### src/rtl/sad_best_match.sv
// sad_best_match: folds the per-lane SAD results from the thread array into a
// running minimum (value + candidate index) and flags completion once the
// programmed number of candidates has been absorbed.
module sad_best_match #(
  parameter int NUM_LANES = 4,
  parameter int VAL_W     = 14,
  parameter int IDX_W     = 16
) (
  input  logic                       clk,
  input  logic                       rst_n,
  input  logic                       Start,
  input  logic [IDX_W-1:0]           NumCandidates,
  input  logic [NUM_LANES*VAL_W-1:0] InValue,
  input  logic [NUM_LANES*IDX_W-1:0] InIndex,
  input  logic [NUM_LANES-1:0]       InTrigger,
  output logic [VAL_W-1:0]           BestValue,
  output logic [IDX_W-1:0]           BestIndex,
  output logic [IDX_W-1:0]           Count,
  output logic                       Busy,
  output logic                       Done
);

  localparam int POP_W = $clog2(NUM_LANES + 1);

  typedef enum logic [1:0] {
    ST_IDLE,
    ST_SEARCH,
    ST_DONE
  } state_t;

  state_t state_q, state_d;

  // Stage-1 pipeline register: the reduced result of one cycle of lanes
  logic             s1_valid;
  logic [VAL_W-1:0] s1_value;
  logic [IDX_W-1:0] s1_index;
  logic [POP_W-1:0] s1_pop;

  // Stage-2 state: running best, absorbed count and the latched target
  logic [VAL_W-1:0] best_value_q;
  logic [IDX_W-1:0] best_index_q;
  logic [IDX_W-1:0] count_q;
  logic [IDX_W-1:0] target_q;

  // Combinational lane reduction results
  logic [VAL_W-1:0] lane_min_value;
  logic [IDX_W-1:0] lane_min_index;
  logic [POP_W-1:0] lane_pop;
  logic             lane_any;
  logic [VAL_W-1:0] cand_value;
  logic [IDX_W-1:0] cand_index;

  // Stage-2 decision terms
  logic [IDX_W:0]   count_sum;
  logic             target_hit;
  logic             take_best;
  logic             absorb;

  // Min-reduce over the triggered lanes; equal values resolve to the smaller index
  always_comb begin
    lane_min_value = '1;
    lane_min_index = '0;
    lane_pop       = '0;
    lane_any       = 1'b0;
    cand_value     = '0;
    cand_index     = '0;
    for (int i = 0; i < NUM_LANES; i++) begin
      if (InTrigger[i]) begin
        cand_value = InValue[i*VAL_W +: VAL_W];
        cand_index = InIndex[i*IDX_W +: IDX_W];
        if (!lane_any || (cand_value < lane_min_value) ||
            ((cand_value == lane_min_value) && (cand_index < lane_min_index))) begin
          lane_min_value = cand_value;
          lane_min_index = cand_index;
        end
        lane_any = 1'b1;
        lane_pop = lane_pop + POP_W'(1);
      end
    end
  end

  // Stage-2 compare and the widened count sum, which cannot wrap before saturation
  always_comb begin
    count_sum  = (IDX_W+1)'(count_q) + (IDX_W+1)'(s1_pop);
    target_hit = (count_sum >= {1'b0, target_q});
    take_best  = (s1_value < best_value_q) ||
                 ((s1_value == best_value_q) && (s1_index < best_index_q));
    absorb     = (state_q == ST_SEARCH) && s1_valid;
  end

  // Next-state logic: Start always wins and restarts; an update reaching the target finishes
  always_comb begin
    state_d = state_q;
    if (Start) begin
      state_d = (NumCandidates == '0) ? ST_DONE : ST_SEARCH;
    end else if (absorb && target_hit) begin
      state_d = ST_DONE;
    end
  end

  // State register
  always_ff @(posedge clk or negedge rst_n) begin
    if (!rst_n) begin
      state_q <= ST_IDLE;
    end else begin
      state_q <= state_d;
    end
  end

  // Stage 1 only captures lanes while searching; Start or any other state flushes it
  always_ff @(posedge clk or negedge rst_n) begin
    if (!rst_n) begin
      s1_valid <= 1'b0;
      s1_value <= '0;
      s1_index <= '0;
      s1_pop   <= '0;
    end else if (Start || (state_q != ST_SEARCH)) begin
      s1_valid <= 1'b0;
    end else begin
      s1_valid <= lane_any;
      s1_value <= lane_min_value;
      s1_index <= lane_min_index;
      s1_pop   <= lane_pop;
    end
  end

  // Stage 2 folds the stage-1 result into the running best and saturates the count at target
  always_ff @(posedge clk or negedge rst_n) begin
    if (!rst_n) begin
      best_value_q <= '1;
      best_index_q <= '0;
      count_q      <= '0;
      target_q     <= '0;
    end else if (Start) begin
      best_value_q <= '1;
      best_index_q <= '0;
      count_q      <= '0;
      target_q     <= NumCandidates;
    end else if (absorb) begin
      if (take_best) begin
        best_value_q <= s1_value;
        best_index_q <= s1_index;
      end
      count_q <= target_hit ? target_q : count_sum[IDX_W-1:0];
    end
  end

  assign BestValue = best_value_q;
  assign BestIndex = best_index_q;
  assign Count     = count_q;
  assign Busy      = (state_q == ST_SEARCH);
  assign Done      = (state_q == ST_DONE);

endmodule
### config.mk
export PLATFORM = sky130hd
export DESIGN_NAME = sad_best_match
export DESIGN_NICKNAME = d
export VERILOG_FILES = /design/src/rtl/sad_best_match.sv
export SDC_FILE = /design/constraint.sdc
export NUM_CORES = 1
export LEC_CHECK = 0
export ABC_AREA = 1
export CELL_PAD_IN_SITES_DETAIL_PLACEMENT = 0
export CELL_PAD_IN_SITES_GLOBAL_PLACEMENT = 1
export CORE_MARGIN = 3
export CORE_UTILIZATION = 40
export DETAILED_ROUTE_END_ITERATION = 6
export HOLD_SLACK_MARGIN = 0.12
export PLACE_DENSITY_LB_ADDON = 0.15
export SYNTH_ARGS = -nofsm -noshare
export SYNTH_HDL_FRONTEND = slang
export SYNTH_SLANG_ARGS = --single-unit
### constraint.sdc
create_clock -name clk -period 8.85 [get_ports clk]
set_clock_uncertainty 0.2 [all_clocks]
set_input_delay 1.77 -clock clk [delete_from_list [all_inputs] [get_ports clk]]
set_output_delay 1.77 -clock clk [all_outputs]
set_load 0.01 [all_outputs]
======== After elaboration in Yosys (flattened, before gate mapping) ========
Index checks and enable logic that the tools add are counted.
W data, S select, Z words.
storage, ports and cells
  register bits ........................... 98
  input bits .............................. 143
  output and inout bits ................... 48
operators by class
  add/sub/neg operators ................... 4
  order comparisons ....................... 9
  eq/ne operators ......................... 7
  muxes and demuxes ....................... 35
  reduce and logical (&&, ||, !) cells .... 22
operators by type and width
  kind                   count
  $mux W16               13
  $mux W14               10
  $lt A16 B16 Y1         4
  $eq A14 B14 Y1         4
  $lt A14 B14 Y1         4
  $add A16 B3 Y17        1
  $ge A17 B16 Y1         1
  $logic_not A16 Y1      1
  $add A3 B1 Y3 const B  3
  $mux W3                3
  $logic_or A1 B1 Y1     8
  $logic_and A1 B1 Y1    6
  $mux W1                6
  $mux W2                3
  $reduce_bool A2 Y1     3
  $logic_not A1 Y1       3
  $eq A2 B1 Y1 const B   1
  $eq A2 B2 Y1 const B   1
  $ne A2 B1 Y1 const B   1
  $reduce_and A2 Y1      1

======== Depth between registers and ports, before layout ========
  word-level depth ........................ 16
  mapped depth ............................ 50
  depth with buffers taken out ............ 43

======== Worst setup path after synthesis ========
Ideal clock, no wire load.
  path type ............................... input-to-reg
  start ................................... input port InTrigger[0]
  end ..................................... register s1_index[10]
  setup time .............................. 118 ps
  data arrival time ....................... 7121 ps
  data required time ...................... 8532 ps
  path slack .............................. 1411 ps
  cell stages on the path ................. 35
  buffers on the path ..................... 7
  path through ............................ buf_4 inv_1 buf_1 nor2_1 ha_1 nand2_1 nor3_1 nand2_1 a21oi_1 nand2_2 nand2_2 clkbuf_1 clkbuf_1 o21ai_0 ha_1 nand2_1 nor2_1 nand3b_1 a21o_1 a21oi_1 nand2_2 nand2_2 clkbuf_1 clkbuf_1 o21ai_0 ha_1 a21oi_1 nor2_1 a2111oi_0 a22oi_1 nand2_2 buf_4 nand3_1 nand3_1 nand2_1
between the ends
  cells in the longest elaborated chain, start to end .. 16
ends and longest elaborated chain
  item                                                              RTL line  source
  start: declaration                                                15        input logic [NUM_LANES-1:0] InTrigger,
  $mux W16 (tied with other cells)                                  68        if (InTrigger[i]) begin
  $lt A16 B16 Y1 (tied with other cells)                            72        ((cand_value == lane_min_value) && (cand_index < lane_min_index))) begin
  $logic_and A1 B1 Y1 / $logic_or A1 B1 Y1 (equally long branches)  72, 71
  $logic_or A1 B1 Y1                                                71        if (!lane_any || (cand_value < lane_min_value) ||
  $mux W16 / $mux W14 (equally long branches)                       71
  $mux W16 / $mux W14 (equally long branches)                       68
  $lt A16 B16 Y1 (tied with other cells)                            72
  $logic_and A1 B1 Y1 / $logic_or A1 B1 Y1 (equally long branches)  72, 71
  $logic_or A1 B1 Y1                                                71
  $mux W16 / $mux W14 (equally long branches)                       71
  $mux W16 / $mux W14 (equally long branches)                       68
  $lt A16 B16 Y1 (tied with other cells)                            72
  $logic_and A1 B1 Y1 / $logic_or A1 B1 Y1 (equally long branches)  72, 71
  $logic_or A1 B1 Y1                                                71
  $mux W16                                                          71
  $mux W16 (*)                                                      68
  end signal: assignment                                            122       s1_index <= lane_min_index;
  end: declaration                                                  36        logic [IDX_W-1:0] s1_index;
Every way passes the cells marked *; elsewhere a longest branch is shown, timed or not.
A chain may end at the register's enable or synchronous reset.

======== Final worst setup path ========
  start ................................... input port InTrigger[0]
  end ..................................... register s1_index[8]
The elaborated chain is that of the path after synthesis.

==> results by group <==
Status
  – Outcome: finished clean

Global routing
  – Routing usage on met2: 32.7%
  – GRT busiest layer: met2
  – First-pass GRT wire length: roughly 39 mm
  – Vias in the first global route: 7819
  – Grt met1 use: between 20% and 30%
  – Largest net degree at the start of global routing: between 50 and 60
  – Grt ovf: 0
  – Total track usage: around a fifth
  – Met3 usage: between 4 and 5%
  – Initial antenna violation count: 1

Timing
  – Slew @ Worst Pin: between 1 and 1.5 ns
  – Fin crit period: 8.08 ns
  – Max Fclk: ~120 MHz
  – Max-slew headroom: between 20% and 30%
  – Final critical-path share of the clock period: about nine tenths
  – Fin. Hold Viols: 0
  – Slew Limit Fails: 0
  – Hold WS: roughly 0.29 ns
  – RSZ-0062 raised after global routing: no
  – Final setup fails: 0

Critical path
  – Worst R2R Start: Count[2]
  – Critical path data arrival time: 8.16 ns
  – Critical path buffers and inverters: 5
  – FF-to-FF End: state_q[1]
  – Worst Setup Path Type: input pin to flop
  – R2R Setup Slk: 3.44 ns
  – FF-to-FF path depth: 22
  – Cell family with most CP delay: simple AND/OR/NAND/NOR gates
  – Slowest CP cell: clkdlybuf4s50_1
  – Slowest stage delay, CP: 0.52 ns
  – Most used cell, CP: nand2_1
  – CP required: slightly below 9 ns
  – CP startpoint kind: input pin
  – CP Capture Type: flop
  – Critical Path Fanout Max: 31

Synth
  – Post-synth top area cell: dfrtp_1
  – Netlist cell types: 41
  – Synth warn: 0
  – Post-Syn Nets: 1483
  – Area share of the largest cell type after synthesis: between 20% and 30%
  – Mapped cell area: ~8600 um2
  – Synth Instances: 1201
  – Dominant synthesized flop cell: dfrtp_1
  – Ys async rst share: 100%
  – Largest cells by area after synthesis: dfrtp_1 (25%), ha_1 (20%), nand2_1 (14%)
  – Register area share after synthesis: between 20% and 30%
  – Synth Register Bits: 98
  – Mean area per synthesized cell: between 7 and 8 um2
  – Number of enable flip-flop cells after synthesis: 0

Floorplan
  – Top-Level Pins: 191
  – Die height: around 150 um
  – Row count: 52
  – Die W: 152 um
  – DIE AREA: about 23000 um2
  – Initial Util: 41.5%
  – Core area: 20600 um2

Clocking
  – Clock Latency Late Sink: ~0.35 ns
  – CTS root buffer: clkbuf_16
  – Worst-path clk slew: roughly 0.070 ns
  – Hold Buf Count CTS: 0
  – Inserted Clock Buffers: 9
  – Post-CTS Setup Bufs: 0
  – PostCTS Resize Cnt: 0
  – Htree depth: 3
  – Worst-case clock buffer depth: 2
  – CTS tree: done
  – CTS Sinks: a little under 100

Drt
  – Via Count: ~8100
  – DR WL/cell: 14.3 um
  – Antenna Nets Post-Route: 0
  – Final wirelength: 23.4 mm
  – Vias/cell: between 4 and 5
  – DRT Pass-1 Iters: 4
  – Initial DRC Count: ~290
  – Drt drc: 0

Power and ir drop
  – Peak VDD IR: 78.7 uV
  – P per Cell Area: about 130 nW/um2
  – Leakage: about 5.4 nW

Place
  – Final Wtd Congestion: ~0.92
  – DP Wirelength: 19.5 mm
  – I/O Buffers: between 150 and 200
  – DP Area: around 11000 um2

Worst hold path
  – Hold Path Sink: BestValue[4]
  – Hold Path Class: flop to flop
  – Worst hold start: BestValue[4]
  – Hold Path Stages: 2

Finish
  – Area grow syn2layout: 28.3%
  – # diodes: 0
  – Nets: 1650
  – FILL cells: a little over 2000
  – Most frequent cells in the layout: nand2_1 (329), clkdlybuf4s50_1 (189), inv_1 (147)
  – Commonest non-fill, non-tap cell in the layout: nand2_1
  – Fraction of layout cells with a size suffix above 1: 3.86%
  – Post-layout instance area: about 11000 um2

Job
  – Max Cap Viol: 0
==> state kept, by name (all words and copies together) (netlist names) <==
register / flops
Count: 16
s1_valid: 1
s1_value: 14
s1_index: 16
BestValue: 14
BestIndex: 16
state_q: 2
target_q: 16
s1_pop: 3
==> routing by layer <==
layer	vias up	share of wire (%)	wire, um
met2	174	45	10600
met3	20	6.4	1510
li1	4353	-	-
met5	-	0.038	9
met4	2	1.0	244
met1	3592	47	11000
==> Yosys cell counts, types with 3 or more instances <==
library cell and number:
or2_2 3, clkbuf_1 30, nand4_1 18, nand3_1 83, nor3_1 4, xor2_1 9
a211oi_1 5, buf_4 4, a21oi_1 72, a31oi_1 4, o21ai_0 123, ha_1 138
dfrtp_1 84, o211ai_1 17, dfstp_2 14, nand2_1 329, nand3b_1 4, o21a_1 3
nor2_1 66, nor4_1 7, buf_6 3, buf_1 5, inv_1 148, nand2_2 5
==> logic make-up after synthesis <==
group / share of synthesized area, %
AND/OR/NAND/NOR: 25.6
AO/OA/AOI/OAI: 15.2
buffers and inverters: 8.93
adder cells (fa/ha/maj): 20.4
flip-flops: 28.9
XOR/XNOR: 1.02
==> worst max-delay path by stage <==
stage	depth (start not counted)	to	start
6_report	34	s1_index[8]	InTrigger[0]
5_1_grt	34	s1_index[9]	InTrigger[0]
4_1_cts	34	s1_index[8]	InTrigger[0]
3_5_place_dp	34	s1_index[8]	InTrigger[0]
3_3_place_gp	34	s1_index[8]	InTrigger[0]
2_1_floorplan	35	s1_index[10]	InTrigger[0]
==> cell type report <==
| cell class | count | area [um2] | area share, % |
|---|---|---|---|
| clock inverters | 6 | 50.0 | 0.456 |
| repair buffers | 200 | 1970 | 18.0 |
| inverters | 149 | 563 | 5.13 |
| clock buffers | 10 | 239 | 2.18 |
| flip-flops and latches | 98 | 2470 | 22.5 |
| multi-input cells | 910 | 5340 | 48.7 |
| well taps | 270 | 338 | 3.08 |
==> tightest hold or removal path: cells and delay by family, from the launching register on <==
family	cells	cell delay, ns
buffers and inverters	1	0.06
AO/OA/AOI/OAI	1	0.06
flip-flops	1	0.37
==> report_power, final <==
group	total [W]	switching (W)	internal (W)
sequential	0.000547	0.0000438	0.000503
clock	0.000384	0.000183	0.000202
combinational	0.000492	0.000274	0.000218
total	0.00142	0.000500	0.000923
==> metrics by stage <==
| step | setup WS (ns) | TNS (ns) | utilization [%] | cells | power [W] |
|---|---|---|---|---|---|
| after global routing | 0.0845 | 0 | 53.2 | 1643 | 0.00154 |
| after CTS | 0.274 | 0 | 53.1 | 1643 | 0.00144 |
| after detailed placement | -0.0782 | -1.30 | 51.7 | 1627 | 0.00105 |
| after global placement | 0.00232 | 0 | 51.7 | 1627 | 0.00104 |
| final | 0.774 | 0 | 53.2 | 1643 | 0.00142 |
| after floorplan | 1.41 | 0 | - | 1201 | 0.000859 |
Power figures use the tool's default switching activity.
